### config.mk
export PLATFORM = sky130hd
export DESIGN_NAME = mem_stage_lsu_flat
export DESIGN_NICKNAME = d
export VERILOG_FILES = /design/src/rtl/mem_stage_lsu_pkg.sv /design/src/rtl/mem_stage_lsu_if.sv /design/src/rtl/lsu_store_align.sv /design/src/rtl/mem_stage_lsu.sv /design/src/flat_wrapper.sv
export SDC_FILE = /design/constraint.sdc
export NUM_CORES = 1
export LEC_CHECK = 0
export BUFFER_PORTS_ARGS = -buffer_cell sky130_fd_sc_hd__buf_2
export CAP_MARGIN = 20
export CORE_ASPECT_RATIO = 0.75
export CORE_UTILIZATION = 52
export CTS_CLUSTER_SIZE = 24
export DETAILED_ROUTE_END_ITERATION = 10
export PLACE_DENSITY = 0.85
export REMOVE_ABC_BUFFERS = 1
export SLEW_MARGIN = 25
export SYNTH_ARGS = -nofsm -noshare
export SYNTH_HDL_FRONTEND = slang
export SYNTH_HIERARCHICAL = 1
export SYNTH_SLANG_ARGS = --single-unit
### constraint.sdc
create_clock -name clk -period 2.8 [get_ports clk]
set_input_delay 0.28 -clock clk [delete_from_list [all_inputs] [get_ports clk]]
set_output_delay 0.28 -clock clk [all_outputs]
set_load 0.02 [all_outputs]
### src/rtl/mem_stage_lsu_pkg.sv
// Shared widths, access-size encodings, LSU state encoding and the WB bundle type
// for the MEM-stage load/store unit.
package mem_stage_lsu_pkg;

    localparam int DATA_BUS     = 32;
    localparam int ADDR_BUS     = 32;
    localparam int REG_ADDR_BUS = 5;
    localparam int MEM_SEL_BUS  = 4;

    localparam logic [MEM_SEL_BUS-1:0] MEM_SEL_BYTE = 4'b0001;
    localparam logic [MEM_SEL_BUS-1:0] MEM_SEL_HALF = 4'b0011;
    localparam logic [MEM_SEL_BUS-1:0] MEM_SEL_WORD = 4'b1111;

    typedef enum logic {
        LSU_IDLE = 1'b0,
        LSU_WAIT = 1'b1
    } lsu_state_t;

    typedef struct packed {
        logic                    mem_read;
        logic                    mem_write;
        logic                    mem_sign;
        logic [MEM_SEL_BUS-1:0]  mem_sel;
        logic [DATA_BUS-1:0]     result;
        logic                    reg_write_en;
        logic [REG_ADDR_BUS-1:0] reg_write_addr;
        logic [ADDR_BUS-1:0]     pc;
        logic [DATA_BUS-1:0]     hi;
        logic [DATA_BUS-1:0]     lo;
        logic                    hilo_write_en;
    } wb_bundle_t;

    // Half accesses need an even address, word accesses a multiple of four.
    function automatic logic misaligned(input logic [MEM_SEL_BUS-1:0] sel,
                                        input logic [1:0] addr_lo);
        case (sel)
            MEM_SEL_HALF: return addr_lo[0];
            MEM_SEL_WORD: return addr_lo != 2'b00;
            default:      return 1'b0;
        endcase
    endfunction

endpackage

### src/rtl/mem_stage_lsu_if.sv
// Data-RAM request/acknowledge bus between the LSU (master) and the RAM (slave).
interface mem_stage_lsu_if;
    import mem_stage_lsu_pkg::*;

    logic                   ram_req;
    logic [ADDR_BUS-1:0]    ram_addr;
    logic [MEM_SEL_BUS-1:0] ram_write_en;
    logic [DATA_BUS-1:0]    ram_write_data;
    logic                   ram_ack;
    logic [DATA_BUS-1:0]    ram_read_data;

    modport master (
        output ram_req, ram_addr, ram_write_en, ram_write_data,
        input  ram_ack, ram_read_data
    );

    modport slave (
        input  ram_req, ram_addr, ram_write_en, ram_write_data,
        output ram_ack, ram_read_data
    );

endinterface

### src/rtl/lsu_store_align.sv
// Byte-lane strobes and lane-replicated store data; all zero for non-store accesses.
module lsu_store_align
    import mem_stage_lsu_pkg::*;
(
    input  logic [MEM_SEL_BUS-1:0] mem_sel,
    input  logic [1:0]             addr_lo,
    input  logic [DATA_BUS-1:0]    write_data,
    input  logic                   store,
    output logic [MEM_SEL_BUS-1:0] strobe,
    output logic [DATA_BUS-1:0]    lane_data
);

    always_comb begin
        strobe    = '0;
        lane_data = '0;
        if (store) begin
            case (mem_sel)
                MEM_SEL_BYTE: begin
                    strobe    = 4'b0001 << addr_lo;
                    lane_data = {4{write_data[7:0]}};
                end
                MEM_SEL_HALF: begin
                    strobe    = 4'b0011 << addr_lo;
                    lane_data = {2{write_data[15:0]}};
                end
                MEM_SEL_WORD: begin
                    strobe    = 4'b1111;
                    lane_data = write_data;
                end
                default: ;
            endcase
        end
    end

endmodule

### src/rtl/mem_stage_lsu.sv
// MEM-stage load/store unit: runs the data-RAM handshake, stalls upstream while
// waiting, flags misalignment/timeouts, and registers the bundle handed to WB.
module mem_stage_lsu
    import mem_stage_lsu_pkg::*;
#(
    parameter int ACK_TIMEOUT = 16,
    parameter int CNT_W       = 5
) (
    input  logic                    clk,
    input  logic                    rst_n,
    input  logic                    flush,
    input  logic                    in_valid,
    input  logic                    mem_read_flag_in,
    input  logic                    mem_write_flag_in,
    input  logic                    mem_sign_flag_in,
    input  logic [MEM_SEL_BUS-1:0]  mem_sel_in,
    input  logic [DATA_BUS-1:0]     mem_write_data_in,
    input  logic [DATA_BUS-1:0]     result_in,
    input  logic                    reg_write_en_in,
    input  logic [REG_ADDR_BUS-1:0] reg_write_addr_in,
    input  logic [ADDR_BUS-1:0]     current_pc_addr_in,
    input  logic [DATA_BUS-1:0]     hi_write_data_in,
    input  logic [DATA_BUS-1:0]     lo_write_data_in,
    input  logic                    hilo_write_en_in,
    mem_stage_lsu_if.master         ram,
    output logic                    stall_req,
    output logic                    adel,
    output logic                    ades,
    output logic                    bus_err,
    output logic                    mem_read_flag_out,
    output logic                    mem_write_flag_out,
    output logic                    mem_sign_flag_out,
    output logic [MEM_SEL_BUS-1:0]  mem_sel_out,
    output logic [DATA_BUS-1:0]     result_out,
    output logic                    reg_write_en_out,
    output logic [REG_ADDR_BUS-1:0] reg_write_addr_out,
    output logic [ADDR_BUS-1:0]     current_pc_addr_out,
    output logic [DATA_BUS-1:0]     hi_write_data_out,
    output logic [DATA_BUS-1:0]     lo_write_data_out,
    output logic                    hilo_write_en_out,
    output logic [DATA_BUS-1:0]     wb_ram_read_data
);

    lsu_state_t             state, state_next;
    logic [CNT_W-1:0]       cnt;
    wb_bundle_t             in_bundle, hold_p1, wb_p2;
    logic [DATA_BUS-1:0]    hold_wdata_p1;
    logic [DATA_BUS-1:0]    rdata_p2;
    logic                   is_mem, mis, start, timeout, waiting, req;
    logic [MEM_SEL_BUS-1:0] strobe;
    logic [DATA_BUS-1:0]    lane_data;
    logic [DATA_BUS-1:0]    addr_src;

    assign in_bundle = '{
        mem_read:       mem_read_flag_in,
        mem_write:      mem_write_flag_in,
        mem_sign:       mem_sign_flag_in,
        mem_sel:        mem_sel_in,
        result:         result_in,
        reg_write_en:   reg_write_en_in,
        reg_write_addr: reg_write_addr_in,
        pc:             current_pc_addr_in,
        hi:             hi_write_data_in,
        lo:             lo_write_data_in,
        hilo_write_en:  hilo_write_en_in
    };

    assign is_mem  = mem_read_flag_in | mem_write_flag_in;
    assign mis     = misaligned(mem_sel_in, result_in[1:0]);
    assign start   = rst_n && !flush && (state == LSU_IDLE) && in_valid && is_mem && !mis;
    assign timeout = (cnt == CNT_W'(ACK_TIMEOUT - 1));
    assign waiting = (state == LSU_WAIT);

    // While waiting, the RAM side is driven from the captured copy so upstream may change.
    assign addr_src = waiting ? hold_p1.result : result_in;

    lsu_store_align u_store_align (
        .mem_sel    (waiting ? hold_p1.mem_sel   : mem_sel_in),
        .addr_lo    (addr_src[1:0]),
        .write_data (waiting ? hold_wdata_p1     : mem_write_data_in),
        .store      (waiting ? hold_p1.mem_write : mem_write_flag_in),
        .strobe     (strobe),
        .lane_data  (lane_data)
    );

    assign ram.ram_req        = req;
    assign ram.ram_addr       = req ? {addr_src[31:2], 2'b00} : '0;
    assign ram.ram_write_en   = req ? strobe : '0;
    assign ram.ram_write_data = req ? lane_data : '0;

    always_comb begin
        state_next = state;
        req        = 1'b0;
        stall_req  = 1'b0;
        case (state)
            LSU_IDLE: begin
                if (start) begin
                    state_next = LSU_WAIT;
                    req        = 1'b1;
                    stall_req  = 1'b1;
                end
            end
            LSU_WAIT: begin
                req       = 1'b1;
                stall_req = 1'b1;
                if (ram.ram_ack || timeout) state_next = LSU_IDLE;
            end
            default: state_next = LSU_IDLE;
        endcase
        if (flush) begin
            state_next = LSU_IDLE;
            req        = 1'b0;
            stall_req  = 1'b0;
        end
    end

    always_ff @(posedge clk or negedge rst_n) begin
        if (!rst_n) begin
            state <= LSU_IDLE;
            cnt   <= '0;
        end else begin
            state <= state_next;
            cnt   <= (waiting && state_next == LSU_WAIT) ? cnt + 1'b1 : '0;
        end
    end

    // p1: bundle captured when an access is launched
    always_ff @(posedge clk or negedge rst_n) begin
        if (!rst_n) begin
            hold_p1       <= '0;
            hold_wdata_p1 <= '0;
        end else if (start) begin
            hold_p1       <= in_bundle;
            hold_wdata_p1 <= mem_write_data_in;
        end
    end

    // p2: MEM/WB register; anything not explicitly delivered is a bubble
    always_ff @(posedge clk or negedge rst_n) begin
        if (!rst_n) begin
            wb_p2    <= '0;
            rdata_p2 <= '0;
            adel     <= 1'b0;
            ades     <= 1'b0;
            bus_err  <= 1'b0;
        end else begin
            wb_p2    <= '0;
            rdata_p2 <= '0;
            adel     <= 1'b0;
            ades     <= 1'b0;
            bus_err  <= 1'b0;
            if (!flush) begin
                if (state == LSU_IDLE) begin
                    if (in_valid && !is_mem) begin
                        wb_p2 <= in_bundle;
                    end else if (in_valid && mis) begin
                        adel <= mem_read_flag_in;
                        ades <= mem_write_flag_in & ~mem_read_flag_in;
                    end
                end else if (ram.ram_ack) begin
                    wb_p2    <= hold_p1;
                    rdata_p2 <= ram.ram_read_data;
                end else if (timeout) begin
                    bus_err <= 1'b1;
                end
            end
        end
    end

    assign mem_read_flag_out   = wb_p2.mem_read;
    assign mem_write_flag_out  = wb_p2.mem_write;
    assign mem_sign_flag_out   = wb_p2.mem_sign;
    assign mem_sel_out         = wb_p2.mem_sel;
    assign result_out          = wb_p2.result;
    assign reg_write_en_out    = wb_p2.reg_write_en;
    assign reg_write_addr_out  = wb_p2.reg_write_addr;
    assign current_pc_addr_out = wb_p2.pc;
    assign hi_write_data_out   = wb_p2.hi;
    assign lo_write_data_out   = wb_p2.lo;
    assign hilo_write_en_out   = wb_p2.hilo_write_en;
    assign wb_ram_read_data    = rdata_p2;

endmodule

### src/flat_wrapper.sv
// flat-port wrapper written by rule: the top's interface ports become plain ports
module mem_stage_lsu_flat import mem_stage_lsu_pkg::*;
#(
    parameter int ACK_TIMEOUT = 16,
    parameter int CNT_W       = 5
)
  (clk, rst_n, flush, in_valid, mem_read_flag_in, mem_write_flag_in, mem_sign_flag_in, mem_sel_in, mem_write_data_in, result_in, reg_write_en_in, reg_write_addr_in, current_pc_addr_in, hi_write_data_in, lo_write_data_in, hilo_write_en_in, stall_req, adel, ades, bus_err, mem_read_flag_out, mem_write_flag_out, mem_sign_flag_out, mem_sel_out, result_out, reg_write_en_out, reg_write_addr_out, current_pc_addr_out, hi_write_data_out, lo_write_data_out, hilo_write_en_out, wb_ram_read_data, ram_ram_req, ram_ram_addr, ram_ram_write_en, ram_ram_write_data, ram_ram_ack, ram_ram_read_data);
  mem_stage_lsu_if ram_i ();
  input  logic clk;
  input  logic rst_n;
  input  logic flush;
  input  logic in_valid;
  input  logic mem_read_flag_in;
  input  logic mem_write_flag_in;
  input  logic mem_sign_flag_in;
  input  logic [MEM_SEL_BUS-1:0] mem_sel_in;
  input  logic [DATA_BUS-1:0] mem_write_data_in;
  input  logic [DATA_BUS-1:0] result_in;
  input  logic reg_write_en_in;
  input  logic [REG_ADDR_BUS-1:0] reg_write_addr_in;
  input  logic [ADDR_BUS-1:0] current_pc_addr_in;
  input  logic [DATA_BUS-1:0] hi_write_data_in;
  input  logic [DATA_BUS-1:0] lo_write_data_in;
  input  logic hilo_write_en_in;
  output logic stall_req;
  output logic adel;
  output logic ades;
  output logic bus_err;
  output logic mem_read_flag_out;
  output logic mem_write_flag_out;
  output logic mem_sign_flag_out;
  output logic [MEM_SEL_BUS-1:0] mem_sel_out;
  output logic [DATA_BUS-1:0] result_out;
  output logic reg_write_en_out;
  output logic [REG_ADDR_BUS-1:0] reg_write_addr_out;
  output logic [ADDR_BUS-1:0] current_pc_addr_out;
  output logic [DATA_BUS-1:0] hi_write_data_out;
  output logic [DATA_BUS-1:0] lo_write_data_out;
  output logic hilo_write_en_out;
  output logic [DATA_BUS-1:0] wb_ram_read_data;
  output wire logic [$bits(ram_i.ram_req)-1:0] ram_ram_req;
  output wire logic [$bits(ram_i.ram_addr)-1:0] ram_ram_addr;
  output wire logic [$bits(ram_i.ram_write_en)-1:0] ram_ram_write_en;
  output wire logic [$bits(ram_i.ram_write_data)-1:0] ram_ram_write_data;
  input wire logic [$bits(ram_i.ram_ack)-1:0] ram_ram_ack;
  input wire logic [$bits(ram_i.ram_read_data)-1:0] ram_ram_read_data;
  assign ram_ram_req = ram_i.ram_req;
  assign ram_ram_addr = ram_i.ram_addr;
  assign ram_ram_write_en = ram_i.ram_write_en;
  assign ram_ram_write_data = ram_i.ram_write_data;
  assign ram_i.ram_ack = ram_ram_ack;
  assign ram_i.ram_read_data = ram_ram_read_data;
  mem_stage_lsu #(.ACK_TIMEOUT(ACK_TIMEOUT), .CNT_W(CNT_W)) u_core (.clk(clk), .rst_n(rst_n), .flush(flush), .in_valid(in_valid), .mem_read_flag_in(mem_read_flag_in), .mem_write_flag_in(mem_write_flag_in), .mem_sign_flag_in(mem_sign_flag_in), .mem_sel_in(mem_sel_in), .mem_write_data_in(mem_write_data_in), .result_in(result_in), .reg_write_en_in(reg_write_en_in), .reg_write_addr_in(reg_write_addr_in), .current_pc_addr_in(current_pc_addr_in), .hi_write_data_in(hi_write_data_in), .lo_write_data_in(lo_write_data_in), .hilo_write_en_in(hilo_write_en_in), .ram(ram_i), .stall_req(stall_req), .adel(adel), .ades(ades), .bus_err(bus_err), .mem_read_flag_out(mem_read_flag_out), .mem_write_flag_out(mem_write_flag_out), .mem_sign_flag_out(mem_sign_flag_out), .mem_sel_out(mem_sel_out), .result_out(result_out), .reg_write_en_out(reg_write_en_out), .reg_write_addr_out(reg_write_addr_out), .current_pc_addr_out(current_pc_addr_out), .hi_write_data_out(hi_write_data_out), .lo_write_data_out(lo_write_data_out), .hilo_write_en_out(hilo_write_en_out), .wb_ram_read_data(wb_ram_read_data));
endmodule
After elaboration in Yosys (flattened, before gate mapping)
Index checks and enable logic that the tools add are counted.
Operators by class
  add/sub/neg operators: 1
  equal/unequal tests: 6
  shifts and indexed selects: 2
  multiplexer cells: 38
  bitwise operators: 4
  reductions and logical operators: 13
Operators with widths (count)
  2-to-1 mux 142 bit: 4
  2-to-1 mux 32 bit: 8
  case mux 32 bit (3 select lines): 1
  2-to-1 mux 1 bit: 17
  2-to-1 mux 4 bit: 3
  case mux 4 bit (3 select lines): 1
  equality test 4 x 2 -> 1 bit (second input constant): 2
  equality test 4 bit (second input constant): 2
  logical AND 1 bit: 8
  case mux 1 bit (2 select lines): 3
  adder 5 x 1 -> 5 bit (second input constant): 1
  equality test 5 x 4 -> 1 bit (second input constant): 1
  2-to-1 mux 5 bit: 1
  equality test 4 x 1 -> 1 bit (second input constant): 1
  left shift 1 x 2 -> 4 bit (first input constant): 1
  left shift 2 x 2 -> 4 bit (first input constant): 1
  logical NOT 1 bit: 3
  inverter 1 bit: 2
  nonzero test 2 bit: 1
  bitwise AND 1 bit: 1
  logical OR 1 bit: 1
  OR 1 bit: 1
Storage, ports and cells
  register bits after elaboration: 357
  bits of input ports: 211
  output and inout bits: 247
  logic and storage cells: 93

Logic depth before layout (Yosys ltp)
Gate-level depths: netlist (run 1).
  depth after elaboration: 11
  depth in mapped cells: 9
  mapped depth without buffers: 5

Modules after synthesis
The synthesis (run 1) kept the hierarchy.
By module, submodules not included
  mem_stage_lsu: instances 1, cells each 1076, area an instance 15067.0 sq um, seq. area each 8933.6 sq um
  lsu_store_align: instances 1, cells each 89, area an instance 595.6 sq um, seq. area each 0.0 sq um

Worst setup path after synthesis (run 1)
OpenSTA, ideal clock, no wires.
  path kind: flip-flop to output port
  from: register u_core.state
  to: output ram_ram_write_en[1]
  arrival: 2.019 ns
  data required time: 2.520 ns
  path slack: 0.501 ns
  cell stages (with the launch flop): 8
  path buffers: 2
  cell sequence: dfrtp_1 buf_2 buf_2 mux2_2 nor3b_2 nor3b_2 o21a_1 and2_1
RTL lines
  from (decl): line mem_stage_lsu.sv:44  | lsu_state_t state, state_next;
  from (signal assigned): line mem_stage_lsu.sv:122  | state <= state_next;
  2-to-1 mux 32 bit or 2-to-1 mux 4 bit (tied branches): line mem_stage_lsu.sv:75, mem_stage_lsu.sv:78
  left shift 2 x 2 -> 4 bit, or another cell as far along: line lsu_store_align.sv:23  | strobe = 4'b0011 << addr_lo;
  case mux 4 bit (3 select lines): line lsu_store_align.sv:17  | case (mem_sel)
  2-to-1 mux 4 bit *: line lsu_store_align.sv:16  | if (store) begin
  named net u_core.strobe[1]: line mem_stage_lsu.sv:50  | logic [MEM_SEL_BUS-1:0] strobe;
  2-to-1 mux 4 bit *: line mem_stage_lsu.sv:88  | assign ram.ram_write_en = req ? strobe : '0;
  to (decl): line flat_wrapper.sv:43  | output wire logic [$bits(ram_i.ram_write_en)-1:0] ram_ram_write_en;
Mark *: on every way through the listed nets, which the timed path passes. The rest lies on a longest branch.

Worst setup path after layout (run 1)
  from: register u_core.state
  to: output ram_ram_write_data[9]
RTL lines
  2-to-1 mux 4 bit: line mem_stage_lsu.sv:78  | .mem_sel (waiting ? hold_p1.mem_sel : mem_sel_in),
  equality test 4 bit, or another cell as far along: line lsu_store_align.sv:17
  case mux 32 bit (3 select lines): line lsu_store_align.sv:17
  2-to-1 mux 32 bit *: line lsu_store_align.sv:16
  named net u_core.lane_data[9]: line mem_stage_lsu.sv:51  | logic [DATA_BUS-1:0] lane_data;
  2-to-1 mux 32 bit *: line mem_stage_lsu.sv:89  | assign ram.ram_write_data = req ? lane_data : '0;
  to (decl): line flat_wrapper.sv:44  | output wire logic [$bits(ram_i.ram_write_data)-1:0] ram_ram_write_data;
Marked as above.

==> flow_metrics.py, run 1 <==
metrics = {
    "yosys": {
        "syn_inst": 1165,
        "synth_area_leaders": "dfrtp_1 (57%), mux2_4 (16%), a22oi_1 (6.7%), nor2_1 (3.6%), mux2_2 (3.6%)",
        "syn_area_mm2": 0.0157,
        "yosys.area.top_type": "dfrtp_1",
        "ys_top_cells_by_count": "dfrtp_1 (357), mux2_4 (169), nor2_1 (151)",
        "ys_ff_latch": 357,
        "synth_top_area_frac": 0.570,
        "yosysMostFrequentCell": "dfrtp_1",
        "ys_types": 47,
        "async_flop_share": 1.00,
        "synthFlopType": "dfrtp_1",
        "synth_edf_count": 0,
        "avgSynthCellArea_um2": 13.4,
        "synth.yosys.seq_area_share": 0.570,
        "ys_warn_count": 6,
    },
    "layout": {
        "fin_cells": 2123,
        "finalNetCount": 1916,
        "areaGrowthSynthToFinish_pct": 31.9,
        "multi_input_area_mm2": 0.00620,
        "seqCellArea_mm2": 0.00894,
        "fill_cells": 1845,
        "drive_gt1_frac": 0.459,
        "stdcell_area_mm2": 0.0207,
        "post-route-util": 0.705,
    },
    "power": {
        "ir_drop_mv": 0.497,
        "p_leak_nw": 10.9,
        "powerDensity_mw_per_mm2": 652,
    },
    "die": {
        "die_x_um": 202,
        "boundaryPins": 458,
        "num_rows": 54,
        "core_area_mm2": 0.0293,
        "die_h_um": 152,
        "dieArea_mm2": 0.0308,
        "start_util": 0.534,
    },
    "status": {
        "status": "finished with violations",
        "failed_checks": "negative setup slack",
    },
    "worst_setup_path": {
        "crit_type": "register to output pin",
        "slowest_stage": "dfrtp_4",
        "cp-end-kind": "output pin",
        "start_kind": "register",
        "worst-endpoint-arrival_ps": 2560,
        "crit_required_ps": 2520,
        "worst-path-buf-inv": 2,
        "path_max_fanout": 11,
        "path_cells": "mux2_2, nor2_1, o21bai_4, buf_12, a21oi_1, and2_1, buf_2",
        "cpPeakStageDelay_ps": 480,
        "worst_path_dominant_cell_family": "simple AND/OR/NAND/NOR gates",
    },
    "clock_network": {
        "cts_tree": "yes",
        "clockBufferDepth": 3,
        "clkLatencyLatePin_ps": 520,
        "path_clk_slew_ps": 70,
        "cts-root-buf": "clkbuf_16",
        "cts_inserted_buffers": 36,
        "ctsHtreeMaxLevel": 2,
        "cts_sinks": 357,
    },
    "worst_hold_path": {
        "worstHoldPathType": "input pin to register",
    },
    "routing": {
        "viasPerCell": 5.72,
        "drt-met1-wl_um": 18300,
        "drt_iter0_drc": 985,
        "routed_wl_um": 47300,
        "via_count": 12100,
        "met3RoutedLength_um": 3650,
        "drc": 0,
        "wl_met2_um": 23300,
        "wire_per_inst_um": 22.3,
        "ant_nets": 0,
        "first_pass_iters": 7,
        "highest_layer": "met4",
    },
    "global_routing": {
        "overflow": 0,
        "antenna_found_initial": 3,
        "grt_pass1_wl_um": 72900,
        "grt_max_degree": 161,
        "grt_use_total": 0.301,
        "grt_pass1_vias": 13100,
    },
    "sta": {
        "finalMaxSlewViolations": 0,
        "finClkSkew_ps": 17.3,
        "setup_viol": 1,
        "max-slew-margin-rel": 0.394,
        "period_needed_ps": 2840,
        "min_period_over_period": 1.01,
        "rsz0062_at_grt": "true",
        "fmax_mhz": 352,
        "setup_ws_ps": -37.7,
        "hold_viol_final": 0,
        "worst_pin_slew_ps": 908,
    },
    "placement": {
        "io_buffers": 455,
        "dp_hpwl_um": 27800,
        "pre_cts_ws_ps": 280,
        "place_inst": 1944,
        "place_area_mm2": 0.0182,
        "gp_congestion": 0.847,
    },
    "job": {
        "cap_violations": 0,
    },
}
## flip-flops by register name, indices dropped and copies added (netlist names), 5 cells and up
| signal | flops |
|---|---|
| u_core/cnt | 5 |
| u_core/current_pc_addr_out | 32 |
| u_core/hi_write_data_out | 32 |
| u_core/hold_p1 | 142 |
| u_core/hold_wdata_p1 | 32 |
| u_core/lo_write_data_out | 32 |
| u_core/reg_write_addr_out | 5 |
| u_core/result_out | 32 |
| u_core/wb_ram_read_data | 32 |
## metal layers
metal	track usage	vias up
met5	0	-
met4	0.139	0
met3	0.0667	165
met2	0.507	651
met1	0.370	6132
li1	-	5198
## layout by cell type, fill, tap and decap left out, types with 28 or more instances in the layout
cell,netlist,final
mux2_4,169,173
nor2_1,151,149
a22o_1,38,38
dfrtp_1,357,356
mux2_2,50,46
nand2_1,29,28
buf_2,6,450
dlygate4sd3_1,0,104
and3_1,37,37
a22oi_1,140,140
and2_1,45,43
clkbuf_16,0,38
## final timing paths
kind                                            from               endpoint  slack [ps]  cells after the start
worst max-delay path                    u_core/state  ram_ram_write_data[9]         -40                      7
worst min-delay path            hi_write_data_in[17]     u_core/hold_p1[50]          20                      2
worst max register to register          u_core/state     u_core/hold_p1[80]         480                      7
worst min register to register         u_core/cnt[0]          u_core/cnt[0]         470                      1
max in group asynchronous                      rst_n    u_core/hold_p1[133]        1080                      4
min in group asynchronous                      rst_n     u_core/hold_p1[79]         190                      2
## logic make-up (layout without fill, tap and decap cells)
logic type,Yosys count,count (layout),synth area share
flip-flops,357,357,0.570
AND/OR/NAND/NOR,278,278,0.0857
multiplexers,220,220,0.199
AO/OA/AOI/OAI,207,207,0.103
buffers and inverters,98,660,0.0395
adder cells (fa/ha/maj),2,2,0.00160
XOR/XNOR,2,2,0.00112
other,1,5,0.000239
## report_power, final
part	switching, W	total (W)	internal (W)
clock	0.00203	0.00484	0.00281
combinational	0.000958	0.00229	0.00133
sequential	0.000474	0.00633	0.00586
total	0.00346	0.0135	0.0100
## through the flow
step | setup TNS (ps) | hold WS [ps] | total power (W)
after floorplan | -872580 | -15.6 | 0.00767
after global placement | 0 | 132 | 0.00831
after detailed placement | 0 | 131 | 0.00843
after CTS | 0 | 0.240 | 0.0134
after global routing | -208 | 4.03 | 0.0139
final | -37.7 | 19.9 | 0.0135
## layout make-up
class                      count  area share
sequential                   357       0.433
clock inverter                11     0.00600
clock buffer                  52      0.0509
tap                          392      0.0237
multi-input combinational    711       0.300
timing repair buffer         595       0.186
inverter                       2    0.000363
antenna                        3    0.000363
## what timing repair did
item,CTS,global route
setup buffers,7,1
endpoints found under the hold margin,143,1
hold buffers,103,1
cloned,0,1
pin swaps,2,3
resized for setup,11,21
setup endpoints to repair,44,66
(Power assumes the default switching activity.)
==> inputs of run 2 (changes only) <==
--- a/config.mk
+++ b/config.mk
@@ -7,10 +7,11 @@
 export LEC_CHECK = 0
 export BUFFER_PORTS_ARGS = -buffer_cell sky130_fd_sc_hd__buf_2
 export CAP_MARGIN = 20
-export CORE_ASPECT_RATIO = 0.75
+export CORE_ASPECT_RATIO = 0.5
 export CORE_UTILIZATION = 52
 export CTS_CLUSTER_SIZE = 24
 export DETAILED_ROUTE_END_ITERATION = 10
+export HOLD_SLACK_MARGIN = 0.02
 export PLACE_DENSITY = 0.85
 export REMOVE_ABC_BUFFERS = 1
 export SLEW_MARGIN = 25
==> flow_metrics.py, run 2 (synthesized netlist as in run 1, its figures left out) <==
metrics = {
    "power": {
        "p_int_w": 0.0101,
        "p_clk_frac": 0.352,
        "p_seq_frac": 0.464,
        "ir_drop_mv": 0.579,
        "power.net_switching_w": 0.00357,
        "powerDensity_mw_per_mm2": 613,
        "p_leak_nw": 11.5,
        "pwr-share-comb": 0.184,
        "power_w": 0.0137,
        "swShare": 0.261,
    },
    "worst_setup_path": {
        "reg2reg_setup_slack_ps": 280,
        "worst_r2r_path_depth": 8,
        "cpPeakStageDelay_ps": 470,
        "cp-end-kind": "output pin",
        "worst-endpoint-arrival_ps": 2630,
        "crit_top_cell": "buf_6",
        "path_max_fanout": 7,
        "path_cells": "buf_6, buf_6, nor3b_4, o211ai_4, o21ai_4, buf_12, buf_12, and2_4, buf_6",
        "crit_cells": 9,
        "worst_path_dominant_cell_family": "buffers and inverters",
        "crit_required_ps": 2520,
        "crit_type": "register to output pin",
        "slowest_stage": "dfrtp_2",
        "start_kind": "register",
        "worst-path-buf-inv": 5,
    },
    "routing": {
        "via_count": 12900,
        "wire_per_inst_um": 23.7,
        "routed_wl_um": 52900,
        "viasPerCell": 5.79,
        "ant_nets": 0,
        "drc": 6,
        "first_pass_iters": 8,
        "drt_iter0_drc": 1522,
    },
    "job": {
        "cap_violations": 0,
    },
    "global_routing": {
        "grt_max_degree": 132,
        "overflow": 0,
        "grt_use_total": 0.313,
        "grt_pass1_wl_um": 75500,
        "antenna_found_initial": 8,
        "grt_pass1_vias": 13100,
    },
    "die": {
        "die_h_um": 125,
        "dieArea_mm2": 0.0309,
        "num_rows": 44,
        "start_util": 0.535,
        "boundaryPins": 458,
        "core_area_mm2": 0.0293,
        "die_x_um": 247,
    },
    "placement": {
        "place_area_mm2": 0.0182,
        "dp_hpwl_um": 28500,
        "gp_congestion": 0.900,
        "io_buffers": 455,
        "pre_cts_ws_ps": 388,
    },
    "layout": {
        "drive_gt1_frac": 0.460,
        "final_common_cell": "buf_2",
        "multi_input_area_mm2": 0.00629,
        "stdcell_area_mm2": 0.0223,
        "largest_reg_flops": 142,
        "finalNetCount": 2023,
        "seqCellArea_mm2": 0.00893,
        "areaGrowthSynthToFinish_pct": 42.4,
        "largest_register": "u_core/hold_p1",
        "final_cell_mix": "buf_2 (387), dfrtp_1 (356), dlygate4sd3_1 (202), mux2_4 (171), nor2_1 (149)",
        "fill_cells": 1620,
    },
    "sta": {
        "finalMaxSlewViolations": 0,
        "max-slew-margin-rel": 0.326,
        "rsz0062_at_grt": "true",
        "worst_pin_slew_ps": 1010,
        "fmax_mhz": 344,
        "period_needed_ps": 2910,
        "finClkSkew_ps": 9.66,
        "setup_ws_ps": -107,
        "min_period_over_period": 1.04,
        "setup_viol": 63,
        "hold_ws_ps": 58.9,
        "hold_viol_final": 0,
    },
    "clock_network": {
        "cts_inserted_buffers": 31,
        "cts-root-buf": "clkbuf_16",
        "clockBufferDepth": 3,
        "cts_tree": "yes",
        "cts_sinks": 357,
        "path_clk_slew_ps": 70,
        "clkLatencyLatePin_ps": 570,
        "ctsHtreeMaxLevel": 1,
    },
    "status": {
        "failed_checks": "design-rule violations, negative setup slack",
        "status": "finished with violations",
    },
    "worst_hold_path": {
        "worstHoldPathType": "input pin to register",
        "min_path_cells": 2,
    },
}
## run 2: cell types whose count changed in the layout (fill, tap and decap cells not counted), moves of 3 or more
cell           before  now
buf_2             450  387
dlygate4sd3_1     104  202
clkbuf_8            7   10
diode_2             3    7
buf_4              18   25
bufinv_16           2    5
buf_6               5   68
and2_1             43    9
clkbuf_1            8    2
and2_4              3   37
## run 2: layer usage
| metal | GRT usage | up-vias | wire (µm) |
|---|---|---|---|
| li1 | - | 5416 | - |
| met1 | 0.399 | 6518 | 19800 |
| met2 | 0.528 | 726 | 26600 |
| met3 | 0.0461 | 250 | 3360 |
| met4 | 0.142 | 2 | 3090 |
| met5 | 0 | - | 14 |
## run 2: power groups by stage
| stage | combinational (W) | clock [W] | sequential [W] |
|---|---|---|---|
| floorplan | 0.00135 | 0 | 0.00632 |
| global placement | 0.00202 | 0 | 0.00631 |
| detailed placement | 0.00207 | 0 | 0.00635 |
| CTS | 0.00234 | 0.00481 | 0.00628 |
| global route | 0.00265 | 0.00509 | 0.00639 |
| finish | 0.00252 | 0.00481 | 0.00633 |
## run 2: through the flow
| step | util | TNS, ps | instances |
|---|---|---|---|
| 6_report | 0.761 | -3550 | 2231 |
| 3_5_place_dp | 0.623 | 0 | 1946 |
| 2_1_floorplan | - | -872580 | 1070 |
| 3_3_place_gp | 0.623 | 0 | 1946 |
| 5_1_grt | 0.761 | -7910 | 2231 |
| 4_1_cts | 0.735 | 0 | 2212 |
## run 2: area by class of cell
cell class | instances | share of cell area
Inverter | 2 | 0.000337
Antenna cell | 7 | 0.000786
Clock inverter | 13 | 0.00909
Timing Repair Buffer | 707 | 0.244
Sequential cell | 357 | 0.401
Tap cell | 391 | 0.0219
Multi-Input combinational cell | 711 | 0.282
Clock buffer | 43 | 0.0413
## run 2: final timing paths
| kind | end | start |
|---|---|---|
| hold reg to reg | u_core/cnt[0] | u_core/cnt[0] |
| setup reg to reg | u_core/hold_p1[12] | u_core/state |
| hold / removal | u_core/hold_p1[135] | mem_sel_in[0] |
| max in group asynchronous | u_core/current_pc_addr_out[31] | rst_n |
| setup / recovery | ram_ram_write_data[6] | u_core/state |
| min in group asynchronous | u_core/hi_write_data_out[20] | rst_n |
## run 2: worst reg2reg max path, cell delays in order, from the launching register on
cell	delay, ps
dfrtp_2	470
buf_6	150
buf_6	110
nor3b_4	290
o211ai_4	210
or2_4	420
buf_12	240
buf_4	220
mux2_4	300
## run 2: what timing repair did
item                                   CTS  global route
endpoints found under the hold margin  358             0
resized for setup                       11           180
setup buffers                            7             3
gates cloned                             1             9
setup endpoints to repair               36            66
pin swaps                                1            23
hold buffers                           202             0
